File: config.mk
export PLATFORM = sky130hd
export DESIGN_NAME = step_phase_decoder_flat
export DESIGN_NICKNAME = d
export VERILOG_FILES = /design/src/rtl/step_phase_decoder_if.sv /design/src/rtl/step_phase_decoder.sv /design/src/flat_wrapper.sv
export SDC_FILE = /design/constraint.sdc
export NUM_CORES = 1
export LEC_CHECK = 0
export BUFFER_PORTS_ARGS = -buffer_cell sky130_fd_sc_hd__buf_4
export CORE_MARGIN = 8
export CORE_UTILIZATION = 30
export DETAILED_ROUTE_END_ITERATION = 10
export PLACE_DENSITY = 0.49
export SLEW_MARGIN = 20
export SYNTH_ARGS = -nofsm -noshare
export SYNTH_HDL_FRONTEND = slang
export SYNTH_SLANG_ARGS = --single-unit
File: constraint.sdc
create_clock -name clk -period 4.1 [get_ports clk]
set_input_delay 0.205 -clock clk [delete_from_list [all_inputs] [get_ports clk]]
set_output_delay 0.205 -clock clk [all_outputs]
set_load 0.01 [all_outputs]
File: src/rtl/step_phase_decoder_if.sv
`default_nettype none
// +------------------------------------------------------------------+
// | step_phase_decoder_if : stepper phase bus and decoded outputs     |
// | Rev 1.0                                                           |
// +------------------------------------------------------------------+
interface step_phase_decoder_if #(
  parameter int POS_W = 16
);
  logic [3:0]              phase_in;
  logic                    zero_cal;
  logic                    err_clr;
  logic signed [POS_W-1:0] position;
  logic                    step_pulse;
  logic                    dir_right;
  logic                    moving;
  logic                    at_left;
  logic                    at_right;
  logic                    locked;
  logic                    err_skip;
  logic                    err_invalid;
  logic [23:0]             step_period;

  modport master (
    output phase_in, zero_cal, err_clr,
    input  position, step_pulse, dir_right, moving, at_left, at_right,
           locked, err_skip, err_invalid, step_period
  );

  modport slave (
    input  phase_in, zero_cal, err_clr,
    output position, step_pulse, dir_right, moving, at_left, at_right,
           locked, err_skip, err_invalid, step_period
  );
endinterface
`default_nettype wire

File: src/rtl/step_phase_decoder.sv
`default_nettype none
// +------------------------------------------------------------------+
// | step_phase_decoder : half-step phase bus -> position/dir/status   |
// | Optional step-period timer enabled by STEP_DEC_PERIOD_EN.         |
// | Rev 1.0                                                           |
// +------------------------------------------------------------------+
module step_phase_decoder #(
  parameter int POS_W       = 16,
  parameter int LIMIT_POS   = 75,
  parameter int IDLE_CYCLES = 2_000_000
) (
  input  wire logic           clk,
  input  wire logic           rst,
  step_phase_decoder_if.slave bus
);

  localparam int IDLE_W = $clog2(IDLE_CYCLES + 1);
  localparam logic signed [POS_W-1:0] POS_MAX   = {1'b0, {(POS_W-1){1'b1}}};
  localparam logic signed [POS_W-1:0] POS_MIN   = -POS_MAX;
  localparam logic signed [POS_W-1:0] LIM_P     = POS_W'(LIMIT_POS);
  localparam logic signed [POS_W-1:0] LIM_N     = -LIM_P;
  localparam logic [IDLE_W-1:0]       IDLE_LOAD = IDLE_W'(IDLE_CYCLES);

  typedef enum logic [1:0] {
    ST_UNLOCKED = 2'd0,
    ST_TRACKING = 2'd1,
    ST_FAULT    = 2'd2
  } state_t;

  function automatic logic is_valid(input logic [3:0] p);
    case (p)
      4'b1000, 4'b1100, 4'b0100, 4'b0110,
      4'b0010, 4'b0011, 4'b0001, 4'b1001: is_valid = 1'b1;
      default:                            is_valid = 1'b0;
    endcase
  endfunction

  function automatic logic [2:0] pat_idx(input logic [3:0] p);
    case (p)
      4'b1100: pat_idx = 3'd1;
      4'b0100: pat_idx = 3'd2;
      4'b0110: pat_idx = 3'd3;
      4'b0010: pat_idx = 3'd4;
      4'b0011: pat_idx = 3'd5;
      4'b0001: pat_idx = 3'd6;
      4'b1001: pat_idx = 3'd7;
      default: pat_idx = 3'd0;
    endcase
  endfunction

  logic [3:0]              sync1_q, sync1_d;
  logic [3:0]              phase_s_q, phase_s_d;
  logic [3:0]              prev_s_q, prev_s_d;
  state_t                  state_q, state_d;
  logic signed [POS_W-1:0] position_q, position_d;
  logic                    step_pulse_q, step_pulse_d;
  logic                    dir_right_q, dir_right_d;
  logic [IDLE_W-1:0]       idle_cnt_q, idle_cnt_d;
  logic                    moving_q, moving_d;
  logic                    locked_q, locked_d;
  logic                    err_skip_q, err_skip_d;
  logic                    err_invalid_q, err_invalid_d;
  logic [2:0]              delta;
  logic                    step_r, step_l, step;

  always_comb begin
    sync1_d       = bus.phase_in;
    phase_s_d     = sync1_q;
    prev_s_d      = phase_s_q;
    state_d       = state_q;
    position_d    = position_q;
    dir_right_d   = dir_right_q;
    err_skip_d    = err_skip_q;
    err_invalid_d = err_invalid_q;
    step_r        = 1'b0;
    step_l        = 1'b0;
    // Mod-8 wrap of the 3-bit difference gives the signed index step directly.
    delta         = pat_idx(phase_s_q) - pat_idx(prev_s_q);

    case (state_q)
      ST_UNLOCKED: begin
        if (phase_s_q != 4'b0000) begin
          if (is_valid(phase_s_q)) begin
            state_d = ST_TRACKING;
          end else begin
            err_invalid_d = 1'b1;
            state_d       = ST_FAULT;
          end
        end
      end
      ST_TRACKING: begin
        if (phase_s_q == 4'b0000) begin
          state_d = ST_UNLOCKED;
        end else if (!is_valid(phase_s_q)) begin
          err_invalid_d = 1'b1;
          state_d       = ST_FAULT;
        end else if (delta == 3'd1) begin
          step_r = 1'b1;
        end else if (delta == 3'd7) begin
          step_l = 1'b1;
        end else if (delta != 3'd0) begin
          err_skip_d = 1'b1;
          state_d    = ST_FAULT;
        end
      end
      ST_FAULT: begin
        if (bus.err_clr) begin
          err_skip_d    = 1'b0;
          err_invalid_d = 1'b0;
          state_d       = ST_UNLOCKED;
        end
      end
      default: state_d = ST_UNLOCKED;
    endcase

    step = step_r | step_l;
    if (step) begin
      dir_right_d = step_r;
    end
    if (step_r && (position_q != POS_MAX)) begin
      position_d = position_q + POS_W'(1);
    end else if (step_l && (position_q != POS_MIN)) begin
      position_d = position_q - POS_W'(1);
    end
    if (bus.zero_cal) begin
      position_d = '0;
    end

    step_pulse_d = step;
    if (step) begin
      idle_cnt_d = IDLE_LOAD;
    end else if (idle_cnt_q != '0) begin
      idle_cnt_d = idle_cnt_q - IDLE_W'(1);
    end else begin
      idle_cnt_d = idle_cnt_q;
    end
    moving_d = (idle_cnt_d != '0);
    locked_d = (state_d == ST_TRACKING);
  end

  always_ff @(posedge clk or posedge rst) begin
    if (rst) begin
      sync1_q       <= '0;
      phase_s_q     <= '0;
      prev_s_q      <= '0;
      state_q       <= ST_UNLOCKED;
      position_q    <= '0;
      step_pulse_q  <= 1'b0;
      dir_right_q   <= 1'b0;
      idle_cnt_q    <= '0;
      moving_q      <= 1'b0;
      locked_q      <= 1'b0;
      err_skip_q    <= 1'b0;
      err_invalid_q <= 1'b0;
    end else begin
      sync1_q       <= sync1_d;
      phase_s_q     <= phase_s_d;
      prev_s_q      <= prev_s_d;
      state_q       <= state_d;
      position_q    <= position_d;
      step_pulse_q  <= step_pulse_d;
      dir_right_q   <= dir_right_d;
      idle_cnt_q    <= idle_cnt_d;
      moving_q      <= moving_d;
      locked_q      <= locked_d;
      err_skip_q    <= err_skip_d;
      err_invalid_q <= err_invalid_d;
    end
  end

`ifdef STEP_DEC_PERIOD_EN
  logic [23:0] per_cnt_q, per_cnt_d;
  logic [23:0] step_period_q, step_period_d;
  logic        have_step_q, have_step_d;
  logic        lock_evt;

  // The counter restarts at 1 on a step so the next step reads the exact edge spacing.
  always_comb begin
    lock_evt      = (state_q == ST_UNLOCKED) && (state_d == ST_TRACKING);
    per_cnt_d     = (per_cnt_q == 24'hFF_FFFF) ? per_cnt_q : per_cnt_q + 24'd1;
    step_period_d = step_period_q;
    have_step_d   = have_step_q;
    if (lock_evt) begin
      have_step_d = 1'b0;
    end
    if (step) begin
      per_cnt_d   = 24'd1;
      have_step_d = 1'b1;
      if (have_step_q) begin
        step_period_d = per_cnt_q;
      end
    end
  end

  always_ff @(posedge clk or posedge rst) begin
    if (rst) begin
      per_cnt_q     <= '0;
      step_period_q <= '0;
      have_step_q   <= 1'b0;
    end else begin
      per_cnt_q     <= per_cnt_d;
      step_period_q <= step_period_d;
      have_step_q   <= have_step_d;
    end
  end

  assign bus.step_period = step_period_q;
`else
  assign bus.step_period = 24'd0;
`endif

  assign bus.position    = position_q;
  assign bus.step_pulse  = step_pulse_q;
  assign bus.dir_right   = dir_right_q;
  assign bus.moving      = moving_q;
  assign bus.at_left     = (position_q <= LIM_N);
  assign bus.at_right    = (position_q >= LIM_P);
  assign bus.locked      = locked_q;
  assign bus.err_skip    = err_skip_q;
  assign bus.err_invalid = err_invalid_q;

endmodule
`default_nettype wire

File: src/flat_wrapper.sv
// flat-port wrapper written by rule: the top's interface ports become plain ports
module step_phase_decoder_flat 
#(
  parameter int POS_W       = 16,
  parameter int LIMIT_POS   = 75,
  parameter int IDLE_CYCLES = 2_000_000
)
  (clk, rst, bus_phase_in, bus_zero_cal, bus_err_clr, bus_position, bus_step_pulse, bus_dir_right, bus_moving, bus_at_left, bus_at_right, bus_locked, bus_err_skip, bus_err_invalid, bus_step_period);
  step_phase_decoder_if #(.POS_W(POS_W)) bus_i ();
  input  wire logic clk;
  input  wire logic rst;
  input wire logic [$bits(bus_i.phase_in)-1:0] bus_phase_in;
  input wire logic [$bits(bus_i.zero_cal)-1:0] bus_zero_cal;
  input wire logic [$bits(bus_i.err_clr)-1:0] bus_err_clr;
  output wire logic [$bits(bus_i.position)-1:0] bus_position;
  output wire logic [$bits(bus_i.step_pulse)-1:0] bus_step_pulse;
  output wire logic [$bits(bus_i.dir_right)-1:0] bus_dir_right;
  output wire logic [$bits(bus_i.moving)-1:0] bus_moving;
  output wire logic [$bits(bus_i.at_left)-1:0] bus_at_left;
  output wire logic [$bits(bus_i.at_right)-1:0] bus_at_right;
  output wire logic [$bits(bus_i.locked)-1:0] bus_locked;
  output wire logic [$bits(bus_i.err_skip)-1:0] bus_err_skip;
  output wire logic [$bits(bus_i.err_invalid)-1:0] bus_err_invalid;
  output wire logic [$bits(bus_i.step_period)-1:0] bus_step_period;
  assign bus_i.phase_in = bus_phase_in;
  assign bus_i.zero_cal = bus_zero_cal;
  assign bus_i.err_clr = bus_err_clr;
  assign bus_position = bus_i.position;
  assign bus_step_pulse = bus_i.step_pulse;
  assign bus_dir_right = bus_i.dir_right;
  assign bus_moving = bus_i.moving;
  assign bus_at_left = bus_i.at_left;
  assign bus_at_right = bus_i.at_right;
  assign bus_locked = bus_i.locked;
  assign bus_err_skip = bus_i.err_skip;
  assign bus_err_invalid = bus_i.err_invalid;
  assign bus_step_period = bus_i.step_period;
  step_phase_decoder #(.POS_W(POS_W), .LIMIT_POS(LIMIT_POS), .IDLE_CYCLES(IDLE_CYCLES)) u_core (.clk(clk), .rst(rst), .bus(bus_i));
endmodule
# == Yosys cells after proc, flatten, opt, wreduce, memory -nomap -nowiden ==
# Memories as Yosys holds them, arrays and structs flattened.
# Index checks and enable logic that the tools add are counted.
# Widths: inputs -> output; s select.
# totals
rom_bits,32
out_inout_bits,48
word_cells,105
ramBits,0
input_bits,8
memories,2
latch_bits,0
reg_bits,57
# classes
bitwise_logic,1
mux,41
n_eq_ne,30
addsub,4
magnitude_cmp,2
n_reduce_logical,13
shifts,0
n_div,0
mul,0
# memory_table
name,words,word_bits,rd,rd_clocked_by_memory_dff,write_ports,line_no,rtl
(no name shown),16,1,1,0,0,step_phase_decoder.sv:31,case (p)
(no name shown),16,1,1,0,0,step_phase_decoder.sv:31,
# op_table
op,count
$mux 16,3
$mux 21,2
$pmux 3 s7,2
$reduce_bool 21->1,2
$ne 16x16->1 const B,2
$mux 1,23
$sub 21x1->21 const B,1
$add 16x2->16 const B,1
$eq 4x2->1 const B,4
$eq 4x3->1 const B,4
$eq 4x4->1 const B,4
$ge 16x8->1 const B,1
$le 16x8->1 const B,1
$mux 2,8
$sub 16x2->16 const B,1
$ne 2x2->1 const B,6
$reduce_bool 3->1,3
$eq 4x1->1 const B,2
$reduce_and 7->1,1
$ne 2x1->1 const B,3
$pmux 2 s3,1
$reduce_and 6->1,1
$eq 2x1->1 const B,2
$logic_not 4->1,1
11 further kinds,12

# == Logic depth before layout (Yosys ltp) ==
# Gate-level depths: netlist of the first run.
# logic_depth
ltp_word,13
mapped_depth,16
ltp_nobuf,16

# == Worst setup path after synthesis of the first run ==
# OpenSTA, ideal clock, no wires.
# synth_timing
kind,reg2reg
startpoint,register u_core.phase_s_q[1]
endpoint,"register u_core.position_q[15], in the netlist u_core.bus.position[15]"
path_stages_with_launch,17
required_time_ns,3.968
setup_slack_ns,-0.094
setup_ns,0.132
path_buffers,0
arrival_ns,4.063
synth_period_minus_slack_ns,4.194
path_cell_list,dfrtp_1 xor2_1 nand2_1 ha_1 inv_1 fa_1 xnor3_1 nor4_4 inv_1 ha_1 a21o_1 or4_1 o2111ai_1 a31oi_1 mux2i_1 xor2_1 nor2_1
# synth_between
elab_chain_len,11
word_cells_on_any_way,29
classes_between,add/sub (1); eq/ne (9); mux (14); reduce/logical (4); memory (1)
# synth_rtl
item,line_no,rtl
from (decl),step_phase_decoder.sv:52,"logic [3:0] phase_s_q, phase_s_d;"
from (signal assigned),step_phase_decoder.sv:157,phase_s_q <= phase_s_d;
$eq 4x4->1 (tied with other cells),step_phase_decoder.sv:39,case (p)
$pmux 3 s7,step_phase_decoder.sv:39,
$sub 3x3->3,step_phase_decoder.sv:78,delta = pat_idx(phase_s_q) - pat_idx(prev_s_q);
$eq 3x3->1 / $eq 3x1->1 (equally long branches),"step_phase_decoder.sv:99, step_phase_decoder.sv:97",
$mux 1 (on tied branches),"step_phase_decoder.sv:99, step_phase_decoder.sv:97",
$mux 1 (on tied branches),"step_phase_decoder.sv:97, step_phase_decoder.sv:94",
$mux 1 (on tied branches),"step_phase_decoder.sv:94, step_phase_decoder.sv:92",
$mux 1 (on tied branches),"step_phase_decoder.sv:92, step_phase_decoder.sv:80",
$mux 1 / $logic_and 1x1->1 (equally long branches),"step_phase_decoder.sv:80, step_phase_decoder.sv:120",
$logic_and 1x1->1 / $mux 16 (equally long branches),"step_phase_decoder.sv:122, step_phase_decoder.sv:120",
$reduce_bool 3->1 (no line) / $mux 16 (equally long branches),n/a,
to (signal assigned),step_phase_decoder.sv:160,position_q <= position_d;
to (decl),step_phase_decoder.sv:55,"logic signed [POS_W-1:0] position_q, position_d;"
# Several ways; a longest one is shown, not always the timed one. The select of a mux whose other input is x is not followed.
# A chain may end at the register's enable or synchronous reset.

# == Final worst setup path of the first run ==
# layout_timing
startpoint,register u_core.phase_s_q[0]
endpoint,"register u_core.position_q[15], in the netlist u_core.bus.position[15]"
# Same word-level chain as after synthesis.

==> flow_summary.toml, run 1 <==
[drt]
wl_per_cell_microns = 14.6
drtIter0Drc = 185
first_pass_iters = 4
antenna_left = 0
wirelength_microns = 8490
drc_errors = 0
vias = 2844
vias_per_cell = 4.90

[min_path]
hold_end = "u_core.bus.position[15]"
worstHoldStart = "bus_zero_cal"
worst_hold_path_type = "in -> reg"
hold_depth = 2

[layout]
area_growth_pct = 21.9
regArea_sq_um = 1430
multiInputGateArea_sq_um = 2050
num-fill-cells = 1187
fin_cells = 580
drive_above_1_share_pct = 18.5
antenna_cells = 0
layout.nets = 456

[power]
power.total_w = 0.00314
peakVddDrop_mv = 0.332
leakage_nw = 1.91
power.density_nw_per_um2 = 711

[yosys]
yosys.area.top_type_share_pct = 39.4
synth_cell_type_count = 59
syn_area_per_cell_sq_um = 9.60
ys_seq_area_share_pct = 39.4
synth_ff_type = "dfrtp_1"
post-synth-top-area-cell = "dfrtp_1"
synth_cells = 377
synthTopCellsByArea = "dfrtp_1 (39%), ha_1 (6.2%), xnor2_1 (6.0%), buf_4 (5.0%), nor2_1 (3.9%)"
synthArstFlopShare_pct = 100
syn-cell-area_sq_um = 3620
ys_warn_count = 0
synth_edf_count = 0
ys_ff_latch = 57

[worst_setup_path]
reg2reg_depth = 15
timing.rr.end = "u_core.bus.position[15]"
r2r_slack_ns = 0.24
worstPathArrival_ns = 4.07
crit-reg2reg-launch = "u_core.phase_s_q[0]"
start_kind = "flip-flop"
slowest_stage = "fa_2"
cp.required_ns = 4.32
crit_chain = "xor2_1 > nand2_1 > ha_1 > inv_1 > fa_2 > nor4_4 > bufinv_8 > ha_1 > a21o_1 > or4_1 > o2111ai_2 > a31oi_1 > mux2i_1 > xor2_1 > nor2_1"
crit_path_max_fanout = 7
crit_type = "reg -> reg"
slowest_delay_ns = 0.48
crit_path_end_kind = "flip-flop"

[clock_network]
cts.sinks = 57
htree_levels = 3
worstSkewPairLatency_ns = 0.33
cts_root_buffer = "clkbuf_16"
cts_tree = "yes"
clk_pin_slew_ns = 0.05
cts_buffers = 9
cts.path.max_buffers = 2

[sta]
setup_violations = 0
finalClockSkew_ns = 0.00565
fin_hold_ws_ns = 0.193
max_freq_mhz = 259
layout_setup_ws_ns = 0.242
rsz0062_at_grt = "false"
fin_crit_ns = 3.86
worst_pin_slew_ns = 0.644
setup_tns_ns = 0
finalHoldViolations = 0
slew_headroom_pct = 57.0
report.final.slew_viol_count = 0
fin_crit_sh_pct = 94.1

[placement]
port-buffer-count = 31
dp_cells = 557
gp_congestion = 0.833
place_ws_ns = 0.0473
hpwlAfterDp_microns = 6150

[global_route]
grt_max_degree = 31
grt_pass1_wl_microns = 14200
antenna_found_initial = 0
overflow = 0
grt_usage_pct = 11.1
grt_pass1_vias = 2843

[die]
start_util_pct = 30.4
core_sq_um = 11900
die_w_microns = 126
ios = 56
fp.dieArea_sq_um = 15800
rows = 40
die_h_microns = 126

[status]
status = "complete, no violations"

[flow_run]
max-cap-violations = 0
## metal layers
layer | up-vias | global-route usage (%) | part of all wire, %
li1 | 1420 | - | -
met1 | 1343 | 13.6 | 46
met2 | 63 | 17.6 | 47
met3 | 18 | 3.42 | 4.8
met4 | 0 | 4.74 | 2.2
met5 | - | 0 | 0
## cell families after synthesis
family	count (synthesis)	share of synthesized area, %
XOR/XNOR	39	9.81
multiplexers	1	0.276
AO/OA/AOI/OAI	73	14.0
other	1	0.104
flip-flops	57	39.4
buffers and inverters	42	7.01
adder cells (fa/ha/maj)	20	7.33
AND/OR/NAND/NOR	144	22.1
## worst max path at each step
stage	end	depth (start not counted)	startpoint
finish	u_core.bus.position[15]	15	u_core.phase_s_q[0]
global route	u_core.bus.position[15]	15	u_core.phase_s_q[0]
CTS	u_core.bus.position[15]	16	u_core.prev_s_q[0]
detailed placement	u_core.bus.position[15]	16	u_core.prev_s_q[0]
global placement	u_core.bus.position[15]	16	u_core.phase_s_q[0]
floorplan	u_core.bus.position[15]	16	u_core.phase_s_q[1]
## registers in the layout, summed over array words and instances, names as in the netlist, 2 cells and up
register             cells
u_core.phase_s_d         4
u_core.prev_s_q          4
u_core.phase_s_q         4
u_core.idle_cnt_q       21
u_core.state_q           2
u_core.bus.position     16
## placed cells by master, fill, tap and decap left out, types with 11 or more instances in the layout
cell	count
dfrtp_1	56
buf_4	42
nor2_1	38
nand2_1	30
xnor2_1	25
conb_1	24
ha_1	18
a21oi_1	17
xor2_1	13
o31ai_1	12
nor4_1	11
nor3_1	11
## power by group
part	total [W]	leakage (nW)	internal (W)	switching (W)
Combinational	0.00132	1.05	0.000628	0.000696
Sequential	0.000989	0.698	0.000741	0.000248
Clock	0.000825	0.162	0.000562	0.000263
Total	0.00314	1.91	0.00193	0.00121
## final cells by class
class	count	area share, %
flip-flops and latches	57	32.4
repair inverters	1	0.113
repair buffers	47	8.28
clock inverters	5	1.76
clock buffers	11	5.73
multi-input cells	301	46.4
inverters	11	1.25
well taps	147	4.17
## worst max-delay path, delay by kind of cell, from the launching register on
family / cells / cell delay (ns)
AO/OA/AOI/OAI: 3 / 0.54
buffers and inverters: 2 / 0.32
multiplexers: 1 / 0.19
XOR/XNOR: 2 / 0.33
flip-flops: 1 / 0.43
adder cells (fa/ha/maj): 3 / 0.96
AND/OR/NAND/NOR: 4 / 0.96
## synth_stat cells, drive strengths merged, types with 5 or more instances
master / number
nand3: 6
ha: 18
dfrtp: 57
xor2: 13
nor4: 13
nor2: 39
a31oi: 5
o21ai: 11
nand2: 30
a22o: 5
nand4: 7
o31ai: 12
buf: 29
inv: 11
or3: 7
nor3: 13
xnor2: 25
a21oi: 17
## what timing repair did
| item | 4_1_cts | 5_1_grt |
|---|---|---|
| endpoints found under the hold margin | 18 | 0 |
| resized for setup | 0 | 11 |
| setup buffers | 0 | 1 |
| setup endpoints to repair | 0 | 6 |
| hold buffers | 5 | 0 |
## stage by stage
step / utilization (%) / cell area [sq um]
after floorplan: - / 3710
after global routing: 37.0 / 4410
after global placement: 33.5 / 3990
after detailed placement: 33.5 / 3990
final: 37.0 / 4410
after CTS: 36.7 / 4370
Power figures use the tool's default switching activity.
==> run 2: changes to the inputs <==
--- a/config.mk
+++ b/config.mk
@@ -9,6 +9,8 @@
 export CORE_MARGIN = 8
 export CORE_UTILIZATION = 30
 export DETAILED_ROUTE_END_ITERATION = 10
+export GPL_TIMING_DRIVEN = 0
+export HOLD_SLACK_MARGIN = 0.08
 export PLACE_DENSITY = 0.49
 export SLEW_MARGIN = 20
 export SYNTH_ARGS = -nofsm -noshare
==> flow_summary.toml, run 2 (synthesis results as in run 1) <==
[global_route]
use_met1_pct = 13.9
grt_pass1_vias = 2818
grt_pass1_wl_microns = 14200
overflow = 0
grt_max_degree = 58
antenna_found_initial = 0
grt_use_met3_pct = 3.42
grt_busiest_layer = "met2"
grt_usage_pct = 11.0
use_met2_pct = 17.8

[sta]
fin_crit_ns = 3.94
report.final.slew_viol_count = 0
finalClockSkew_ns = 0.00575
fin_crit_sh_pct = 96.1
rsz0062_at_grt = "true"
setup_violations = 0
max_freq_mhz = 254
worst_pin_slew_ns = 0.668
finalHoldViolations = 0
slew_headroom_pct = 55.0
layout_setup_ws_ns = 0.161

[die]
die_w_microns = 126
start_util_pct = 30.4
core_sq_um = 11900
ios = 56
die_h_microns = 126
rows = 40
fp.dieArea_sq_um = 15800

[clock_network]
cts_root_buffer = "clkbuf_16"
worstSkewPairLatency_ns = 0.33
cts_tree = "yes"
cts.sinks = 57
clk_pin_slew_ns = 0.05
htree_levels = 3
cts.path.max_buffers = 2
cts_buffers = 9

[placement]
hpwlAfterDp_microns = 6240
port-buffer-count = 31
dp_cells = 579
place_ws_ns = -0.593
gp_congestion = 0.790

[status]
status = "complete, no violations"

[drt]
vias_per_cell = 4.86
wl_per_cell_microns = 14.5
vias = 2977
wirelength_microns = 8900
first_pass_iters = 4
antenna_left = 0
drc_errors = 0
drtIter0Drc = 168

[worst_setup_path]
cp-startpoint = "u_core.phase_s_q[0]"
path_buf_inv = 2
crit_top_cell = "xor2_1"
crit_path_max_fanout = 7
critical-path-top-delay-family = "compound AO/OA/AOI/OAI gates"
start_kind = "flip-flop"
worstPathArrival_ns = 4.13
slowest_stage = "o211ai_1"
cp.required_ns = 4.29
crit-reg2reg-launch = "u_core.phase_s_q[0]"
crit_type = "reg -> reg"
crit_path_end_kind = "flip-flop"
crit_chain = "xor2_1 > nand2_1 > ha_2 > inv_2 > fa_2 > xnor3_2 > nor4_4 > bufinv_8 > ha_4 > a21oi_4 > o211ai_1 > o2111ai_4 > a31oi_4 > mux2i_1 > xor2_1 > nor2_1"
slowest_delay_ns = 0.50

[power]
peakVddDrop_mv = 0.310
power.density_nw_per_um2 = 684
leakage_nw = 2.07

[layout]
fin_cells = 612
num-fill-cells = 1157
antenna_cells = 0
area_growth_pct = 31.5
top_register = "u_core.idle_cnt_q"
layout.nets = 488
regArea_sq_um = 1430
largest_register_ffs = 21
mostFrequentLayoutCells = "buf_4 (65), dfrtp_1 (55), nor2_1 (38)"
multiInputGateArea_sq_um = 2170
final_common_cell = "buf_4"
drive_above_1_share_pct = 27.1

[min_path]
worst_hold_path_type = "in -> reg"
worstHoldStart = "bus_zero_cal"

[flow_run]
max-cap-violations = 0
-- run 2: cell count changes in the layout (fill, tap and decap cells not counted), moves of 2 or more --
cell,delta
ha_1,-8
clkinv_4,+2
buf_4,+23
buf_2,+5
clkbuf_1,+2
ha_4,+6
ha_2,+2
-- run 2: path summary, 6_finish.rpt --
check / to / cells after the start / slack (ns)
max in group asynchronous: u_core.phase_s_q[2] / 4 / 3.35
worst max-delay path: u_core.bus.position[15] / 16 / 0.16
worst max register to register: u_core.bus.position[15] / 16 / 0.16
worst min register to register: u_core.phase_s_q[3] / 0 / 0.34
worst min-delay path: u_core.bus.position[8] / 2 / 0.13
min in group asynchronous: u_core.idle_cnt_q[0] / 4 / 0.49
-- run 2: repair_timing --
action	CTS	global route
buffers inserted	3	8
endpoints found under the setup margin	7	4
hold endpoints to repair	61	0
gates cloned	0	1
pin swaps	5	10
hold buffers	5	0
gates resized for setup	8	22
-- run 2: per-layer routing --
metal	part of all wire [%]	wire, microns
met1	48	4280
met2	47	4170
met3	4.2	375
met4	0.83	74
met5	0	0
-- run 2: through the flow --
step | total power [W] | instance area, sq um | setup TNS, ns | hold WS, ns | util [%]
after floorplan | 0.00192 | 3710 | 0 | 0.236 | -
after global placement | 0.00228 | 4120 | -1.73 | 0.314 | 34.6
after detailed placement | 0.00231 | 4150 | -1.99 | 0.291 | 34.9
after CTS | 0.00311 | 4570 | 0 | 0.126 | 38.3
after global routing | 0.00349 | 4760 | -0.122 | 0.137 | 40.0
final | 0.00326 | 4760 | 0 | 0.133 | 40.0
-- run 2: final cells by class --
type,count,share of cell area (%)
multi-input cells,301,45.6
flip-flops and latches,57,30.0
repair buffers,48,8.33
clock buffers,10,5.02
plain buffers,31,4.47
well taps,147,3.86
clock inverters,6,1.42
inverters,11,1.21
repair inverters,1,0.105
-- run 2: where the power goes --
part           total, W  leakage (nW)  internal, W  switching, W
sequential     0.000997         0.697     0.000741      0.000256
clock          0.000753         0.145     0.000487      0.000266
combinational   0.00151          1.22     0.000743      0.000763
